`src/rtl/arb_pkg.sv`:
```
// Shared types for the sram bus arbiter: bus ownership states, grant
// selector and the fixed fetch access size.
package arb_pkg;

  // Bus ownership: IDLE accepts a new address phase, WAIT_x waits for data.
  typedef enum logic [1:0] {
    IDLE   = 2'd0,
    WAIT_I = 2'd1,
    WAIT_D = 2'd2
  } state_t;

  // Which requester owns (or is being offered) the master port.
  typedef enum logic {
    GRANT_INST = 1'b0,
    GRANT_DATA = 1'b1
  } grant_t;

  // Fetches are always full 4-byte words.
  localparam logic [1:0] SIZE_WORD = 2'b10;

endpackage

```
`src/rtl/arb_grant.sv`:
```
// Combinational grant selector: fixed data priority or round-robin on the
// last accepted grant. Only meaningful while at least one port requests.
module arb_grant
  import arb_pkg::*;
#(
  parameter int DATA_PRIORITY = 1
) (
  input  logic   inst_req,
  input  logic   data_req,
  input  grant_t last_grant,
  output grant_t grant
);

  // Single requester wins outright; contention resolved by policy.
  always_comb begin
    grant = GRANT_INST;
    if (data_req && !inst_req) begin
      grant = GRANT_DATA;
    end else if (data_req && inst_req) begin
      if (DATA_PRIORITY != 0) begin
        grant = GRANT_DATA;
      end else begin
        grant = (last_grant == GRANT_INST) ? GRANT_DATA : GRANT_INST;
      end
    end
  end

endmodule

```
`src/rtl/sram_bus_arbiter.sv`:
```
// Serializes the fetch port and the load/store port onto one sram-like
// master port. One transaction in flight: address phase, then data phase.
// Address accept and data return are routed back to the owning port
// combinationally; a new grant is possible the cycle after data_ok.
module sram_bus_arbiter
  import arb_pkg::*;
#(
  parameter int DATA_PRIORITY = 1
) (
  input  logic        clk,
  input  logic        rst,
  // fetch port
  input  logic        inst_req,
  input  logic [31:0] inst_addr,
  input  logic        inst_uncached,
  output logic        inst_addr_ok,
  output logic        inst_data_ok,
  output logic [31:0] inst_rdata,
  // data port
  input  logic        data_req,
  input  logic        data_wr,
  input  logic [1:0]  data_size,
  input  logic [31:0] data_addr,
  input  logic [31:0] data_wdata,
  input  logic        data_uncached,
  output logic        data_addr_ok,
  output logic        data_data_ok,
  output logic [31:0] data_rdata,
  // master port
  output logic        m_req,
  output logic        m_wr,
  output logic [1:0]  m_size,
  output logic [31:0] m_addr,
  output logic [31:0] m_wdata,
  output logic        m_uncached,
  input  logic        m_addr_ok,
  input  logic        m_data_ok,
  input  logic [31:0] m_rdata
);

  state_t state;
  state_t state_nxt;
  grant_t last_grant;
  grant_t grant;
  logic   any_req;
  logic   in_idle;
  logic   accept;

  assign any_req = inst_req | data_req;
  assign in_idle = (state == IDLE);
  // Address phase completes only while idle; WAIT_x never raises m_req.
  assign accept  = in_idle & any_req & m_addr_ok;

  // Grant is recomputed every idle cycle so a withdrawn request can be
  // replaced before the master accepts.
  arb_grant #(
    .DATA_PRIORITY(DATA_PRIORITY)
  ) u_grant (
    .inst_req  (inst_req),
    .data_req  (data_req),
    .last_grant(last_grant),
    .grant     (grant)
  );

  // Next-state: accept moves to the owner's wait state, data_ok releases.
  always_comb begin
    state_nxt = state;
    case (state)
      IDLE: begin
        if (accept) state_nxt = (grant == GRANT_DATA) ? WAIT_D : WAIT_I;
      end
      WAIT_I, WAIT_D: begin
        if (m_data_ok) state_nxt = IDLE;
      end
      default: state_nxt = IDLE;
    endcase
  end

  // State and round-robin history; last_grant only moves on an accept.
  always_ff @(posedge clk) begin
    if (rst) begin
      state      <= IDLE;
      last_grant <= GRANT_INST;
    end else begin
      state <= state_nxt;
      if (accept) last_grant <= grant;
    end
  end

  // Master drive: only in IDLE with a pending request, from the granted port.
  always_comb begin
    m_req      = 1'b0;
    m_wr       = 1'b0;
    m_size     = 2'b00;
    m_addr     = 32'h0;
    m_wdata    = 32'h0;
    m_uncached = 1'b0;
    if (in_idle && any_req) begin
      m_req = 1'b1;
      if (grant == GRANT_DATA) begin
        m_wr       = data_wr;
        m_size     = data_size;
        m_addr     = data_addr;
        m_wdata    = data_wdata;
        m_uncached = data_uncached;
      end else begin
        m_wr       = 1'b0;
        m_size     = SIZE_WORD;
        m_addr     = inst_addr;
        m_wdata    = 32'h0;
        m_uncached = inst_uncached;
      end
    end
  end

  // Response routing: addr_ok to the granted port, data_ok/rdata to the
  // owner; rdata is zeroed outside the owner's data_ok cycle.
  always_comb begin
    inst_addr_ok = accept & (grant == GRANT_INST);
    data_addr_ok = accept & (grant == GRANT_DATA);
    inst_data_ok = (state == WAIT_I) & m_data_ok;
    data_data_ok = (state == WAIT_D) & m_data_ok;
    inst_rdata   = inst_data_ok ? m_rdata : 32'h0;
    data_rdata   = data_data_ok ? m_rdata : 32'h0;
  end

endmodule

```
`config.mk`:
```
export PLATFORM = sky130hd
export DESIGN_NAME = sram_bus_arbiter
export DESIGN_NICKNAME = d
export VERILOG_FILES = /design/src/rtl/arb_pkg.sv /design/src/rtl/arb_grant.sv /design/src/rtl/sram_bus_arbiter.sv
export SDC_FILE = /design/constraint.sdc
export NUM_CORES = 1
export LEC_CHECK = 0
export ABC_AREA = 1
export CAP_MARGIN = 20
export CELL_PAD_IN_SITES_DETAIL_PLACEMENT = 1
export CELL_PAD_IN_SITES_GLOBAL_PLACEMENT = 2
export CORE_MARGIN = 2
export CORE_UTILIZATION = 10
export CTS_CLUSTER_SIZE = 40
export DETAILED_ROUTE_END_ITERATION = 6
export PLACE_DENSITY = 0.95
export REMOVE_ABC_BUFFERS = 1
export SLEW_MARGIN = 20
export SYNTH_ARGS = -nofsm -noshare
export SYNTH_HDL_FRONTEND = slang
export SYNTH_HIERARCHICAL = 1
export SYNTH_SLANG_ARGS = --single-unit
```
`constraint.sdc`:
```
create_clock -name clk -period 2.15 [get_ports clk]
set_input_delay 0.43 -clock clk [delete_from_list [all_inputs] [get_ports clk]]
set_output_delay 0.43 -clock clk [all_outputs]
set_load 0.05 [all_outputs]
```
==> results of run 1 <==
layout by cell type (no fill, tap or decap), types with 2 or more instances in the layout:
cell type and n:
nand2_1 174, buf_12 142, clkdlybuf4s50_1 136, nor2_1 71
inv_1 67, nor2_4 22, buf_4 11, nor2_2 10
inv_2 7, clkbuf_16 4, buf_6 3, inv_4 2
a21oi_1 2, ha_1 2, dfxtp_2 2
final timing paths:
check / endpoint / slack [ns] / cells past startpoint
setup / recovery: data_rdata[17] / 0.06 / 5
hold / removal: state[1] / 0.48 / 2
setup reg to reg: state[0] / 0.90 / 7
hold reg to reg: state[1] / 0.48 / 2
report_power, final:
group	total, mW	leakage [nW]	internal, mW	switching, mW
Combinational	2.09	3.02	0.994	1.10
Clock	0.282	0.0370	0.237	0.0452
Sequential	0.0447	0.0172	0.0416	0.00318
Total	2.42	3.07	1.27	1.15
what timing repair did:
item | in CTS | in global routing
setup endpoints to repair | 71 | 64
cloned | 0 | 1
pin swaps | 1 | 2
setup buffers | 1 | 1
gates resized for setup | 9 | 52
through the flow:
| stage | worst slack [ns] | std cells |
|---|---|---|
| global route | -0.0498 | 878 |
| floorplan | -0.656 | 364 |
| global placement | -0.158 | 872 |
| CTS | -0.000167 | 876 |
| finish | 0.0626 | 878 |
| detailed placement | -0.221 | 872 |
routing by layer:
| layer | routed length, microns | vias up | track usage [%] |
|---|---|---|---|
| met5 | 0 | - | 0 |
| met4 | 90 | 0 | 1.93 |
| met3 | 1310 | 6 | 5.02 |
| met2 | 6510 | 199 | 26.2 |
| met1 | 4280 | 1451 | 13.4 |
| li1 | - | 1622 | - |
layout make-up:
| type | instances | area share, % |
|---|---|---|
| sequential | 2 | 0.669 |
| timing repair buffer | 295 | 68.6 |
| tap | 216 | 4.25 |
| clock buffer | 3 | 1.18 |
| multi-input combinational | 286 | 20.7 |
| inverter | 76 | 4.57 |
critical path, delay by kind of cell:
kind | cells | cell delay (ns)
buf+inv | 3 | 0.87
simple gates | 2 | 0.35
==> qor.yml, run 1 <==
worst_setup_path:
  worstPathCellList: "clkdlybuf4s50_1 -> nand2_1 -> buf_12 -> nor2_1 -> buf_12"
  cp.required_ns: 1.72
  cpMostUsedCell: "buf_12"
  reg2reg_from: "state[1]"
  critPathLaunch: "m_data_ok"
  crit_slowest_cell: "clkdlybuf4s50_1"
  arrival_ns: 1.66
  start_kind: "primary input"
  path_class: "primary input to output pin"
  end_kind: "output pin"
  cpPeakStageDelay_ns: 0.51
  crit_fanout: 33
sta:
  hold_slack_ns: 0.480
  rsz0062_at_grt: "yes"
  period_share_pct: 97.1
  skew_ns: 0.00102
  max_freq_mhz: 479
  setup_viol: 0
  drv_slew: 0
  worstMarginPinSlew_ns: 0.284
  period_needed_ns: 2.09
  finalHoldViolCount: 0
  final.setup.tns_ns: 0
  maxSlewHeadroom_pct: 81.0
place:
  numPortBuffers: 275
  place.gp.congestion: 0.781
  post_dp_cell_area_sq_um: 6040
  hpwl_mm: 10.6
finish:
  top_regs: "state x2"
  fin_nets: 806
  fin_area_sq_um: 6360
  multi_input_area_sq_um: 1320
  final_layout_size_suffix_gt1_share_pct: 31.1
  area_delta_synth_final_pct: 290
  final_util_pct: 40.0
  diodes: 0
  fill_cells: 1855
  largest_reg_flops: 2
  largest_register: "state"
  ff_latch_area_sq_um: 42.5
logic_synthesis:
  netlist_instances: 389
  synth_area_sq_um: 1630
  syn-mean-instance-area_sq_um: 4.19
  yosys_warnings: 6
power_and_ir_drop:
  power.total_mw: 2.42
  leakage_nw: 3.07
  power_density_nw_per_um2: 380
  peakVddDrop_mv: 0.243
job:
  max-cap-violations: 0
detailed_routing:
  drt_wl_total_mm: 12.2
  drt-pass1-iter-count: 4
  drtIter0Drc: 61
  ant_nets: 0
  routed_via_density: 3.73
  vias: 3278
  drc: 0
  wire_per_inst_microns: 13.9
clock_network:
  h-tree-depth: 1
  cts.clk_slew.worst_paths_ns: 0.03
  cts-root-buf: "clkbuf_16"
  clock-sinks: 2
  clk_latency_ns: 0.22
  cts_buffer_depth: 2
  cts-hold-fix-buffers: 0
  numCtsBuffers: 3
  cts_tree: "yes"
status:
  status: "completed"
worst_hold_path:
  hp-class: "register to register"
  min_from: "state[1]"
floorplanning:
  core_area_sq_um: 15900
  die_w_microns: 132
  die_y_microns: 132
  start_util_pct: 10.3
  die_area_sq_um: 17300
  ios: 276
  num_rows: 46
grt:
  grt_max_degree: 55
  antenna_found_initial: 0
  grt_pass1_vias: 3524
  track_usage_pct: 13.3
  grt_pass1_wl_mm: 18.7
  grt-ovfl-total: 0
(Power assumes the default switching activity.)
==> run 2, diff against run 1 <==
- SETUP_SLACK_MARGIN: default -> 0.05
- clock period: 2.15 -> 2 ns (I/O delays scaled with it)
==> qor.yml, run 2 (same netlist as run 1, synthesis figures left out) <==
finish:
  largest_register: "state"
  final_layout_size_suffix_gt1_share_pct: 43.2  # +12 points
  final_util_pct: 43.8  # +3.8 points
  largest_reg_flops: 2  # unchanged
  final_cell_mix: "161 x nand2_1, 147 x buf_12, 135 x clkdlybuf4s50_1"
  top_regs: "state x2"
  fill_cells: 1797  # -3.1%
  final_common_cell: "nand2_1"
  diodes: 0  # unchanged
  fin_nets: 829  # +2.9%
  area_delta_synth_final_pct: 327
  fin_area_sq_um: 6960  # +9.6%
clock_network:
  clk_latency_ns: 0.22  # about the same
  numCtsBuffers: 3  # unchanged
  cts-hold-fix-buffers: 0  # unchanged
  cts-root-buf: "clkbuf_16"
  cts_tree: "yes"
  clock-sinks: 2  # unchanged
  cts.clk_slew.worst_paths_ns: 0.03  # about the same
  h-tree-depth: 1  # unchanged
  cts_buffer_depth: 2  # unchanged
sta:
  maxSlewHeadroom_pct: 78.7  # -2.3 points
  finalHoldViolCount: 0  # unchanged
  worstMarginPinSlew_ns: 0.318  # +0.0348 ns
  max_freq_mhz: 503
  period_share_pct: 99.5
  skew_ns: 0.000413  # -0.000611 ns
  setup_ws_ns: 0.0106  # -0.0520 ns
  rsz0062_at_grt: "yes"
  drv_slew: 0  # unchanged
  period_needed_ns: 1.99
  setup_viol: 0  # unchanged
detailed_routing:
  wire_per_inst_microns: 15.8  # +14%
  ant_nets: 0  # unchanged
  drt-pass1-iter-count: 4  # unchanged
  routed_via_density: 3.86  # +3.4%
  drtIter0Drc: 52  # -15%
  drc: 0  # unchanged
  vias: 3479  # +6.1%
  drt_wl_total_mm: 14.2  # +17%
worst_hold_path:
  hp-class: "register to register"
  worstHoldPathCells: 3  # +1
  min_from: "state[0]"
  min_to: "state[0]"
place:
  place.gp.congestion: 0.780  # about the same
  post_dp_cell_area_sq_um: 6090  # +0.87%
  numPortBuffers: 275  # unchanged
  hpwl_mm: 11.0  # +4.3%
  post-place-ws_ns: -0.255  # -0.0336 ns
power_and_ir_drop:
  switching_share_pct: 47.1  # -0.32 points
  pwr-share-comb_pct: 87.8  # +1.3 points
  power_density_nw_per_um2: 410  # +7.9%
  power_switching_mw: 1.34  # +17%
  p_clk_share_pct: 10.5  # -1.2 points
  p_int_mw: 1.51  # +19%
  leakage_nw: 3.28  # +6.7%
  peakVddDrop_mv: 0.254  # +4.8%
  seq_power_share_pct: 1.6  # -0.3 points
worst_setup_path:
  arrival_ns: 1.59  # -0.07 ns
  path_depth: 9  # +4
  crit_fanout: 12  # -64%
  worstPathCellList: "inv_2 -> ha_4 -> inv_2 -> nor2_4 -> buf_12 -> inv_8 -> buf_8 -> nor2_4 -> buf_12"
  cpPeakStageDelay_ns: 0.31  # -0.20 ns
  r2r_setup_slack_ns: 0.48  # -0.42 ns
  rr_endpoint: "state[0]"
  crit_slowest_cell: "dfxtp_2"
  start_kind: "register"
  path_class: "register to output pin"
  crit_family: "buffers and inverters"
  crit_buf_inv: 6  # +3
  cp.required_ns: 1.60  # -0.12 ns
  r2r_cells: 10  # +3
  end_kind: "output pin"
  reg2reg_from: "state[1]"
floorplanning:
  die_y_microns: 132  # unchanged
  ios: 276  # unchanged
  core_area_sq_um: 15900  # unchanged
  die_w_microns: 132  # unchanged
  die_area_sq_um: 17300  # unchanged
  start_util_pct: 10.3  # unchanged
  num_rows: 46  # unchanged
grt:
  grt_pass1_vias: 3712  # +5.3%
  antenna_found_initial: 0  # unchanged
  grt-ovfl-total: 0  # unchanged
  track_usage_pct: 14.2  # +0.90 points
  grt_pass1_wl_mm: 19.8  # +5.8%
  grt_max_degree: 55  # unchanged
status:
  status: "completed"
job:
  max-cap-violations: 0  # unchanged
run 2: cell count changes in the layout (fill, tap and decap cells not counted), moves of 2 or more:
cell | before | now
nor2_1 | 71 | 32
inv_1 | 67 | 54
nor2_2 | 10 | 36
buf_4 | 11 | 21
buf_12 | 142 | 147
inv_2 | 7 | 19
clkbuf_16 | 4 | 8
nand2_4 | 0 | 8
buf_6 | 3 | 5
ha_4 | 1 | 3
nor2_4 | 22 | 35
nand2_1 | 174 | 161
ha_1 | 2 | 0
nand2_2 | 0 | 5
run 2: cell type report:
| class | count | area [sq um] | share of cell area, % |
|---|---|---|---|
| Tap cell | 216 | 270 | 3.88 |
| Inverter | 76 | 298 | 4.28 |
| Multi-Input combinational cell | 286 | 1580 | 22.7 |
| Clock buffer | 3 | 75.1 | 1.08 |
| Timing Repair Buffer | 318 | 4700 | 67.5 |
| Sequential cell | 2 | 42.5 | 0.611 |
run 2: metrics by stage:
step | cells | hold slack [ns] | setup TNS (ns) | total power, mW
floorplan | 364 | 0.450 | -38.84 | 0.940
global placement | 879 | 0.474 | -12.21 | 2.19
detailed placement | 879 | 0.480 | -13.57 | 2.22
CTS | 894 | 0.592 | -0.416 | 2.69
global route | 901 | 0.642 | -2.57 | 2.99
finish | 901 | 0.603 | 0 | 2.86
run 2: power groups by stage:
stage	sequential, mW	clock, mW	combinational, mW
finish	0.0471	0.301	2.51
CTS	0.0471	0.305	2.34
global placement	0.0470	0	2.14
detailed placement	0.0474	0	2.17
floorplan	0.0465	0	0.894
global route	0.0475	0.309	2.63
run 2: worst max path at each step:
stage | endpoint | startpoint
final | m_wdata[7] | state[1]
after global routing | m_wdata[1] | state[1]
after CTS | m_wdata[6] | state[0]
after detailed placement | m_wdata[24] | inst_req
after global placement | m_wdata[24] | inst_req
after floorplan | m_size[0] | state[0]
run 2: per-layer routing:
metal	vias to the layer above	part of all wire [%]	GRT usage, %	routed length [microns]
met2	203	55	28.5	7800
met4	0	1.6	2.29	231
met3	12	9.9	4.94	1410
met1	1592	34	14.0	4790
met5	-	0	0	0
li1	1672	-	-	-
run 2: repair_timing:
action / 4_1_cts / 5_1_grt
setup endpoints to repair: 116 / 100
cloned: 1 / 6
pin swaps: 1 / 4
setup buffers: 11 / 3
hold endpoints to repair: 0 / 0
gates resized for setup: 69 / 100
run 2: worst min-delay path: stages, from the launching register on:
cell and delay (ns):
dfxtp_2 0.31, buf_4 0.14, nand2_1 0.06, a21oi_1 0.05
==> run 3, diff against run 2 <==
- SETUP_SLACK_MARGIN: 0.05 -> default
==> qor.yml, run 3 (same netlist as run 1, synthesis figures left out) <==
finish:
  area_delta_synth_final_pct: 287
  fin_nets: 811  # -2.2%
  top_regs: "state x2"
  final_util_pct: 39.7  # -4.1 points
  largest_register: "state"
  fin_cells: 884  # -1.9%
  final_layout_size_suffix_gt1_share_pct: 32.8  # -10 points
  largest_reg_flops: 2  # unchanged
  final_cell_mix: "173 x nand2_1, 142 x buf_12, 135 x clkdlybuf4s50_1"
  final_common_cell: "nand2_1"
clock_network:
  cts_tree: "yes"
  numCtsBuffers: 3  # unchanged
  clock-sinks: 2  # unchanged
  cts-hold-fix-buffers: 0  # unchanged
  cts.clk_slew.worst_paths_ns: 0.03  # about the same
  h-tree-depth: 1  # unchanged
  clk_latency_ns: 0.22  # about the same
  cts_buffer_depth: 2  # unchanged
  cts-root-buf: "clkbuf_16"
sta:
  period_needed_ns: 1.99  # -0.00266 ns
  rsz0062_at_grt: "yes"
  skew_ns: 0.000101  # -0.000313 ns
  hold_slack_ns: 0.476  # -0.128 ns
  finalHoldViolCount: 0  # unchanged
  worstMarginPinSlew_ns: 0.236  # -0.0828 ns
  drv_slew: 0  # unchanged
  setup_viol: 0  # unchanged
  max_freq_mhz: 503  # +0.13%
  maxSlewHeadroom_pct: 84.2  # +5.5 points
  period_share_pct: 99.3  # -0.13 points
detailed_routing:
  routed_via_density: 3.78  # -2.2%
  ant_nets: 0  # unchanged
  drtIter0Drc: 34  # -35%
  drt-pass1-iter-count: 3  # -1
  vias: 3339  # -4.0%
  drc: 0  # unchanged
  drt_wl_total_mm: 12.2  # -14%
  wire_per_inst_microns: 13.8  # -13%
power_and_ir_drop:
  p_int_mw: 1.35  # -11%
  pwr-share-comb_pct: 86.3  # -1.5 points
  peakVddDrop_mv: 0.259  # +1.9%
  p_clk_share_pct: 11.8  # +1.3 points
  switching_share_pct: 47.1  # +0.068 points
  power_switching_mw: 1.20  # -11%
  power_density_nw_per_um2: 404  # -1.6%
  seq_power_share_pct: 1.9  # +0.3 points
  leakage_nw: 3.09  # -5.8%
worst_hold_path:
  worstHoldPathCells: 2  # -1
  min_from: "state[0]"
  hp-class: "register to register"
  min_to: "state[0]"
floorplanning:
  die_w_microns: 132  # unchanged
  die_area_sq_um: 17300  # unchanged
  core_area_sq_um: 15900  # unchanged
  ios: 276  # unchanged
  die_y_microns: 132  # unchanged
  num_rows: 46  # unchanged
  start_util_pct: 10.3  # unchanged
worst_setup_path:
  rr_endpoint: "state[0]"
  start_kind: "register"
  arrival_ns: 1.59  # about the same
  r2r_setup_slack_ns: 0.65  # +0.17 ns
  reg2reg_from: "state[0]"
  path_class: "register to output pin"
  r2r_cells: 8  # -2
  crit_fanout: 23  # +11
  end_kind: "output pin"
  cp.required_ns: 1.60  # about the same
grt:
  grt_pass1_vias: 3627  # -2.3%
  track_usage_pct: 13.5  # -0.66 points
  grt-ovfl-total: 0  # unchanged
  grt_pass1_wl_mm: 18.9  # -4.4%
  grt_max_degree: 55  # unchanged
  antenna_found_initial: 1  # +1
place:
  hpwl_mm: 11.0  # unchanged
  dp_cells: 879  # unchanged
  place.gp.congestion: 0.780  # unchanged
  numPortBuffers: 275  # unchanged
job:
  max-cap-violations: 0  # unchanged
status:
  status: "completed"
-- run 3: cell types whose count changed in the layout (fill, tap and decap cells not counted), sizes merged --
cell,delta
clkdlybuf4s15,-1
clkbuf,-5
diode,+1
buf,-13
dlymetal6s2s,+1
-- run 3: worst max-delay path by stage --
| stage | depth (start not counted) | startpoint | to | slack (ns) |
|---|---|---|---|---|
| 2_1_floorplan | 6 | state[0] | m_size[0] | -0.78 |
| 5_1_grt | 8 | state[0] | m_wdata[2] | -0.07 |
| 3_3_place_gp | 7 | inst_req | m_wdata[24] | -0.22 |
| 3_5_place_dp | 7 | inst_req | m_wdata[24] | -0.25 |
| 4_1_cts | 9 | state[0] | m_wdata[16] | 0.004 |
| 6_report | 9 | state[0] | m_wdata[16] | 0.01 |
-- run 3: metrics by stage --
stage / setup WS [ns] / power [mW] / instance area (sq um) / setup TNS [ns]
6_report: 0.0133 / 2.55 / 6310 / 0
5_1_grt: -0.0681 / 2.67 / 6310 / -1.63
4_1_cts: 0.00372 / 2.56 / 6260 / 0
3_5_place_dp: -0.255 / 2.22 / 6090 / -13.57
3_3_place_gp: -0.217 / 2.19 / 6090 / -12.21
2_1_floorplan: -0.776 / 0.940 / 1460 / -38.84
-- run 3: power groups by stage --
| stage | Sequential (mW) | Combinational (mW) | Clock [mW] |
|---|---|---|---|
| floorplan | 0.0465 | 0.894 | 0 |
| CTS | 0.0480 | 2.21 | 0.305 |
| global placement | 0.0470 | 2.14 | 0 |
| global route | 0.0490 | 2.31 | 0.309 |
| finish | 0.0482 | 2.20 | 0.302 |
| detailed placement | 0.0474 | 2.17 | 0 |
-- run 3: critical path, stage by stage (launching register included) --
cell,delay (ns)
dfxtp_2,0.32
inv_2,0.08
ha_4,0.14
inv_2,0.04
nor2_4,0.16
inv_2,0.08
buf_12,0.17
nor2_1,0.10
buf_4,0.13
buf_12,0.13
-- run 3: routing by layer --
layer,vias up,global-route usage (%),wire length [microns]
met5,-,0,0
li1,1632,-,-
met1,1496,13.7,4410
met4,0,2.72,161
met2,201,26.5,6390
met3,10,4.78,1210
-- run 3: cell type report --
| cell class | count | area (sq um) |
|---|---|---|
| fillers | 1879 | 9580 |
| multi-input cells | 286 | 1250 |
| flip-flops and latches | 2 | 42.5 |
| repair buffers | 300 | 4380 |
| well taps | 216 | 270 |
| clock buffers | 3 | 75.1 |
| diodes | 1 | 2.50 |
| inverters | 76 | 288 |
-- run 3: what timing repair did --
action,in CTS,in global routing
pin swaps,1,0
setup buffers,1,0
setup endpoints to repair,79,94
gates resized for setup,34,17
